<file path="config.mk">
export PLATFORM = sky130hd
export DESIGN_NAME = accum51_sequencer
export DESIGN_NICKNAME = d
export VERILOG_FILES = /design/src/rtl/accum51_sequencer.sv
export SDC_FILE = /design/constraint.sdc
export NUM_CORES = 1
export LEC_CHECK = 0
export CORE_MARGIN = 10
export CORE_UTILIZATION = 53
export CTS_BUF_LIST = sky130_fd_sc_hd__clkbuf_16
export DETAILED_ROUTE_END_ITERATION = 8
export PLACE_DENSITY = 0.94
export SKIP_LAST_GASP = 1
export SYNTH_ARGS = -nofsm -noshare
export SYNTH_HDL_FRONTEND = slang
export SYNTH_SLANG_ARGS = --single-unit
</file>
<file path="constraint.sdc">
create_clock -name clk -period 7 [get_ports clk]
set_input_delay 1.75 -clock clk [delete_from_list [all_inputs] [get_ports clk]]
set_output_delay 1.75 -clock clk [all_outputs]
set_load 0.01 [all_outputs]
</file>
<file path="src/rtl/accum51_sequencer.sv">
// Accumulation controller: loads a 51-bit base, then adds up to MAX_TERMS 29-bit addends
// through one customAdder51_22 under a valid/ready handshake, returning sum plus sticky carry.

module customAdder51_22 (
  input  logic [50:0] a_i,
  input  logic [28:0] b_i,
  output logic [51:0] sum_o
);
  assign sum_o = {1'b0, a_i} + {23'b0, b_i};
endmodule

module accum51_sequencer #(
  parameter int unsigned MAX_TERMS = 16,
  parameter int unsigned CNT_W     = 5
) (
  input  logic             clk,
  input  logic             rst_n,
  input  logic             start,
  input  logic [50:0]      base,
  input  logic [CNT_W-1:0] num_terms,
  input  logic             term_valid,
  input  logic [28:0]      term_data,
  output logic             term_ready,
  input  logic             abort,
  output logic             busy,
  output logic             result_valid,
  output logic [50:0]      result,
  output logic             overflow,
  input  logic             result_ack
);

  typedef enum logic [1:0] {StIdle, StAccum, StDone} state_e;

  state_e           state_q, state_d;
  logic [50:0]      acc_q, acc_d;
  logic [CNT_W-1:0] rem_q, rem_d;
  logic             ovf_q, ovf_d;
  logic             term_ready_q, busy_q, result_valid_q;
  logic [CNT_W-1:0] clamped;
  logic [51:0]      sum;

  customAdder51_22 u_adder (
    .a_i   (acc_q),
    .b_i   (term_data),
    .sum_o (sum)
  );

  assign clamped = (num_terms > CNT_W'(MAX_TERMS)) ? CNT_W'(MAX_TERMS) : num_terms;

  always_comb begin
    state_d = state_q;
    acc_d   = acc_q;
    rem_d   = rem_q;
    ovf_d   = ovf_q;
    unique case (state_q)
      StIdle: begin
        if (start) begin
          acc_d   = base;
          rem_d   = clamped;
          ovf_d   = 1'b0;
          state_d = (clamped == '0) ? StDone : StAccum;
        end
      end
      StAccum: begin
        // Abort wins over a simultaneous transfer; that term is dropped.
        if (abort) begin
          state_d = StIdle;
        end else if (term_valid) begin
          acc_d = sum[50:0];
          ovf_d = ovf_q | sum[51];
          rem_d = rem_q - 1'b1;
          if (rem_q == CNT_W'(1)) state_d = StDone;
        end
      end
      StDone: begin
        if (abort || result_ack) state_d = StIdle;
      end
      default: state_d = StIdle;
    endcase
  end

  // Handshake outputs are registered from the next state so they carry no input paths.
  always_ff @(posedge clk or negedge rst_n) begin
    if (!rst_n) begin
      state_q        <= StIdle;
      acc_q          <= '0;
      rem_q          <= '0;
      ovf_q          <= 1'b0;
      term_ready_q   <= 1'b0;
      busy_q         <= 1'b0;
      result_valid_q <= 1'b0;
    end else begin
      state_q        <= state_d;
      acc_q          <= acc_d;
      rem_q          <= rem_d;
      ovf_q          <= ovf_d;
      term_ready_q   <= (state_d == StAccum);
      busy_q         <= (state_d != StIdle);
      result_valid_q <= (state_d == StDone);
    end
  end

  assign term_ready   = term_ready_q;
  assign busy         = busy_q;
  assign result_valid = result_valid_q;
  assign result       = acc_q;
  assign overflow     = ovf_q;

endmodule
</file>
# [Word level (Yosys, flattened, before mapping)]
# Index checks and enable logic that the tools add are counted.
[word_totals] regBits=62
[classes] eq_ne=8 n_reduce_logical=6 bitwise=1 add_sub_neg=2 order_cmp=1 muxes=20
[ops] operator="$mux 51" count=3
[ops] operator="$pmux 51 s2" count=1
[ops] operator="$add 51x29->52" count=1
[ops] operator="$mux 5" count=4
[ops] operator="$mux 2" count=6
[ops] operator="$pmux 5 s2" count=1
[ops] operator="$ne 2x2->1 const B" count=3
[ops] operator="$pmux 2 s3" count=1
[ops] operator="$eq 5x1->1 const B" count=1
[ops] operator="$gt 5x5->1 const B" count=1
[ops] operator="$logic_not 5->1" count=1
[ops] operator="$sub 5x1->5 const B" count=1
[ops] operator="$eq 2x1->1 const B" count=2
[ops] operator="$eq 2x2->1 const B" count=2
[ops] operator="$reduce_and 4->1" count=1
[ops] operator="$reduce_bool 2->1" count=2
[ops] operator="$mux 1" count=3
[ops] operator="$logic_not 2->1" count=1
[ops] operator="$pmux 1 s2" count=1
[ops] operator="$logic_or 1x1->1" count=1
[ops] operator="$or 1x1->1" count=1

# [Longest topological paths before layout]
[depth] ltp_word=7 mapped_depth=12 ltp_nobuf=11

# [Modules after synthesis]
# From an unflattened synthesis, not the netlist that was laid out.
[hier_totals] cells_unflattened=620 hier_area_um2=4873.4
[by_module_without_submodules] mod="accum51_sequencer" cells_each=342 area_per_inst_um2=2909.0 instances=1
[by_module_without_submodules] mod="customAdder51_22" cells_each=278 area_per_inst_um2=1964.4 instances=1

# [Worst setup path before layout]
# Ideal clock, no wire load.
[synth_path] path_type="input to register" start="in term_data[0]" end="reg acc_q[44] (netlist: result[44])" slack_ns=2.952 required_time_ns=6.923 setup_time_ns=0.077 arrival_time_ns=3.971 stages=11 path_cell_list="ha_1 -> inv_1 -> fa_1 -> and2b_2 -> o31a_2 -> o21ai_1 -> a2111o_1 -> a21oi_2 -> nor2_2 -> or3_1 -> a21oi_1"
[synth_via] elab_chain_cells=4
[synth_rtl] element="start, declared" line_no="22" source="input logic [28:0] term_data,"
[synth_rtl] element="$add 51x29->52" line_no="9" source="assign sum_o = {1'b0, a_i} + {23'b0, b_i};"
[synth_rtl] element="$mux 51" line_no="68" source="end else if (term_valid) begin"
[synth_rtl] element="$mux 51" line_no="66" source="if (abort) begin"
[synth_rtl] element="$pmux 51 s2" line_no="55" source="unique case (state_q)"
[synth_rtl] element="end signal, assigned" line_no="86" source="acc_q <= '0;"
[synth_rtl] element="end signal, assigned" line_no="94" source="acc_q <= acc_d;"
[synth_rtl] element="end, declared" line_no="35" source="logic [50:0] acc_q, acc_d;"
# No other way between the ends. The select of a mux whose other input is x is not followed.
# A chain may end at the register's enable or synchronous reset.

# [Worst setup path in the final report]
[layout_path] start="in term_data[1]" end="reg acc_q[27] (netlist: result[27])"
# The elaborated chain is that of the path after synthesis.

==> flow_metrics.py <==
metrics = {
    "yosys": {
        "synthTopCellsByCount": "a21oi_1, dfrtp_1, nand2_1",
        "synthesis.nets": 753,
        "ys.flop_type": "dfrtp_1",
        "ys_ff_latch": 62,
        "ys_types": 75,
        "syn_area_per_cell_um2": 8.043,
        "synthArstFlopShare_pct": 100.0,
        "yosysTopAreaCellShare_pct": 30.62,
        "yosys.area.top_type": "dfrtp_1",
        "synthTopCellsByArea": "dfrtp_1, ha_1, a21oi_1",
        "synth_seq_area_share_pct": 30.62,
        "synth_edf_count": 0,
        "synthCells": 630,
        "ys_warn_count": 0,
        "synth_area_um2": 5067,
    },
    "critical_path": {
        "path_max_fanout": 4,
        "start_kind": "input pin",
        "criticalPathCategory": "input pin to flop",
        "r2r_start": "result[0]$_DFFE_PN0P_",
        "crit_path_cell_trace": "clkdlybuf4s50_1 > ha_1 > a21o_1 > and4_1 > o21a_1 > o311ai_0 > o21ai_0 > o21ai_0 > xnor2_1 > a221o_1",
        "cp_slowest_cell": "o311ai_0",
        "crit_required_ps": 7210,
        "cp.arrival_ps": 4700,
        "endpoint_kind": "flop",
        "timing.rr.end": "result[32]$_DFFE_PN0P_",
        "reg2reg_depth": 11,
        "path_common_cell": "o21ai_0",
        "r2r_slack_ps": 4000,
        "worst_path_largest_cell_delay_ps": 520,
    },
    "sta": {
        "rsz0062_at_grt": "false",
        "setup_viol": 0,
        "finalCriticalPeriod_ps": 4492,
        "slew_viol_final": 0,
        "setup_tns_ps": 0,
        "fin_ws_ps": 2508,
        "fmax_ghz": 0.2226,
        "max_slew.worst_pin.slew_ps": 822.5,
        "slew_headroom_pct": 45.16,
        "hold_viol_final": 0,
        "hold_slack_ps": 515.2,
        "fin_crit_sh_pct": 64.16,
        "fin_skew_ps": 13.33,
    },
    "clock_network": {
        "postCtsHoldBufs": 0,
        "cts_made_buffers": 9,
        "clkTransAtPathRegs_ps": 60,
        "cts_sinks": 62,
        "clk_path_buf_depth": 2,
        "h-tree-depth": 3,
        "cts_tree": "yes",
        "ctsRootBufferMaster": "clkbuf_16",
        "postCtsSetupBuffers": 0,
        "post_cts_resize_count": 0,
        "insertion_delay_ps": 340,
    },
    "global_routing": {
        "grt_use_met2_pct": 42.31,
        "grt_pass1_wl_um": 27980,
        "grt_util_met3_pct": 3.022,
        "busiest_layer": "met2",
        "grt_overflow": 0,
        "grt_max_degree": 82,
        "antenna_found_initial": 0,
        "met1_usage_pct": 28.08,
        "grt_usage_pct": 23.74,
        "grt_pass1_vias": 5607,
    },
    "routing": {
        "first_pass_iters": 5,
        "drt_iter0_markers": 447,
        "routedWlPerCell_um": 19.41,
        "via_per_inst": 6.324,
        "dr_total_vias": 5590,
        "drcViolationCount": 0,
        "routed_wl_um": 17160,
        "ant_nets": 0,
    },
    "min_path": {
        "hold_depth": 2,
        "worst_hold_startpoint": "result[2]$_DFFE_PN0P_",
        "min_to": "result[2]$_DFFE_PN0P_",
        "hp-class": "flop to flop",
    },
    "place": {
        "io_buffers": 145,
        "numPlacedInstances": 868,
        "placed_area_um2": 6477,
        "place_ws_ps": 2185,
        "place_hpwl_um": 12340,
        "gp_congestion": 0.9244,
    },
    "job": {
        "maxCapViolations": 0,
    },
    "floorplanning": {
        "dieArea_um2": 13870,
        "start_util_pct": 54.58,
        "num_io_pins": 146,
        "fp.dieH_um": 117.8,
        "fp.dieW_um": 117.8,
        "coreArea_um2": 9284,
        "std_cell_rows": 35,
    },
    "pwr": {
        "powerDensity_nw_per_um2": 433.6,
        "vdd_drop_max_uv": 230.1,
        "p_leak_nw": 2.797,
    },
    "layout": {
        "area.growth.synth_to_final_pct": 34.17,
        "fin_area_um2": 6799,
        "drive_gt1_share_pct": 5.695,
        "antenna_cells": 0,
        "fillers": 729,
        "finalNonFillerCells": 884,
        "nets": 873,
    },
    "outcome": {
        "outcome": "finished, final reports clean",
    },
}
-- layout by cell type (no fill, tap or decap), types with 3 or more instances in the layout --
master and instances:
a211oi_1 11, a21o_1 6, a21oi_1 61, a311oi_1 12
a31oi_1 9, a41oi_1 4, and2_1 3, and3_1 21
and4_1 4, buf_4 5, clkbuf_16 9, clkdlybuf4s50_1 144
dfrtp_1 62, ha_1 31, inv_1 12, nand2_1 62
nand2b_1 6, nand3_1 24, nand3b_1 3, nand4_1 10
nor2_1 55, nor3_1 14, nor4_1 3, o211ai_1 8
o21a_1 8, o21ai_0 59, o21bai_1 3, o22a_1 3
o22ai_1 8, o31ai_1 4, or2_2 4, or3_1 7
or4_1 3, xnor2_1 10, xor2_1 10
-- cells by family after synthesis --
kind of cell / share of synthesized area, %
AOI/OAI and AO/OA: 28.22
xor gates and xnor gates: 3.457
adders and majority gates: 8.049
buffers and inverters: 5.876
DFF: 30.62
muxes: 0.3951
and+or+nand+nor: 23.38
-- worst max-delay path: cells and delay by family --
kind / cells / cell delay (ps)
adder cells (fa/ha/maj): 1 / 320
buffers and inverters: 1 / 460
AND/OR/NAND/NOR: 1 / 230
AO/OA/AOI/OAI: 6 / 1820
XOR/XNOR: 1 / 120
-- per-stage QoR --
step / power, W / util, %
floorplan: 0.001814 / -
global placement: 0.002337 / 69.77
detailed placement: 0.002409 / 69.77
CTS: 0.002918 / 73.23
global route: 0.003142 / 73.23
finish: 0.002948 / 73.23
-- routing by layer --
metal	share of wire, %	vias up
met4	2.4	0
met1	40	2649
met3	6.7	38
met2	51	308
met5	0	-
li1	-	2595
-- state kept, by name (all words and copies together), names as in the netlist --
name / count
result_valid: 1
state_q: 2
overflow: 1
term_ready: 1
result: 51
busy: 1
rem_q: 5
-- power breakdown --
| group | total [W] | internal, W | switching (W) |
|---|---|---|---|
| registers | 0.000711 | 0.000521 | 0.000190 |
| logic | 0.00174 | 0.000794 | 0.000945 |
| clock network | 0.000497 | 0.000313 | 0.000184 |
-- final cells by class --
class | count | area [um2] | share of cell area (%)
well taps | 129 | 161.4 | 2.374
clock inverters | 7 | 96.34 | 1.417
multi-input cells | 515 | 3236 | 47.59
clock buffers | 9 | 225.2 | 3.312
repair buffers | 150 | 1484 | 21.83
inverters | 12 | 45.04 | 0.6625
flip-flops and latches | 62 | 1551 | 22.82
-- worst max path at each step --
stage	start	to	slack [ps]	depth (start not counted)
after floorplan	term_data[0]	result[44]$_DFFE_PN0P_	2950	11
after global placement	term_data[0]	result[44]$_DFFE_PN0P_	2320	12
after detailed placement	term_data[0]	result[44]$_DFFE_PN0P_	2190	12
after CTS	term_data[0]	result[32]$_DFFE_PN0P_	2520	12
after global routing	term_data[8]	result[43]$_DFFE_PN0P_	2340	10
final	term_data[1]	result[27]$_DFFE_PN0P_	2510	10
(Power assumes the default switching activity.)
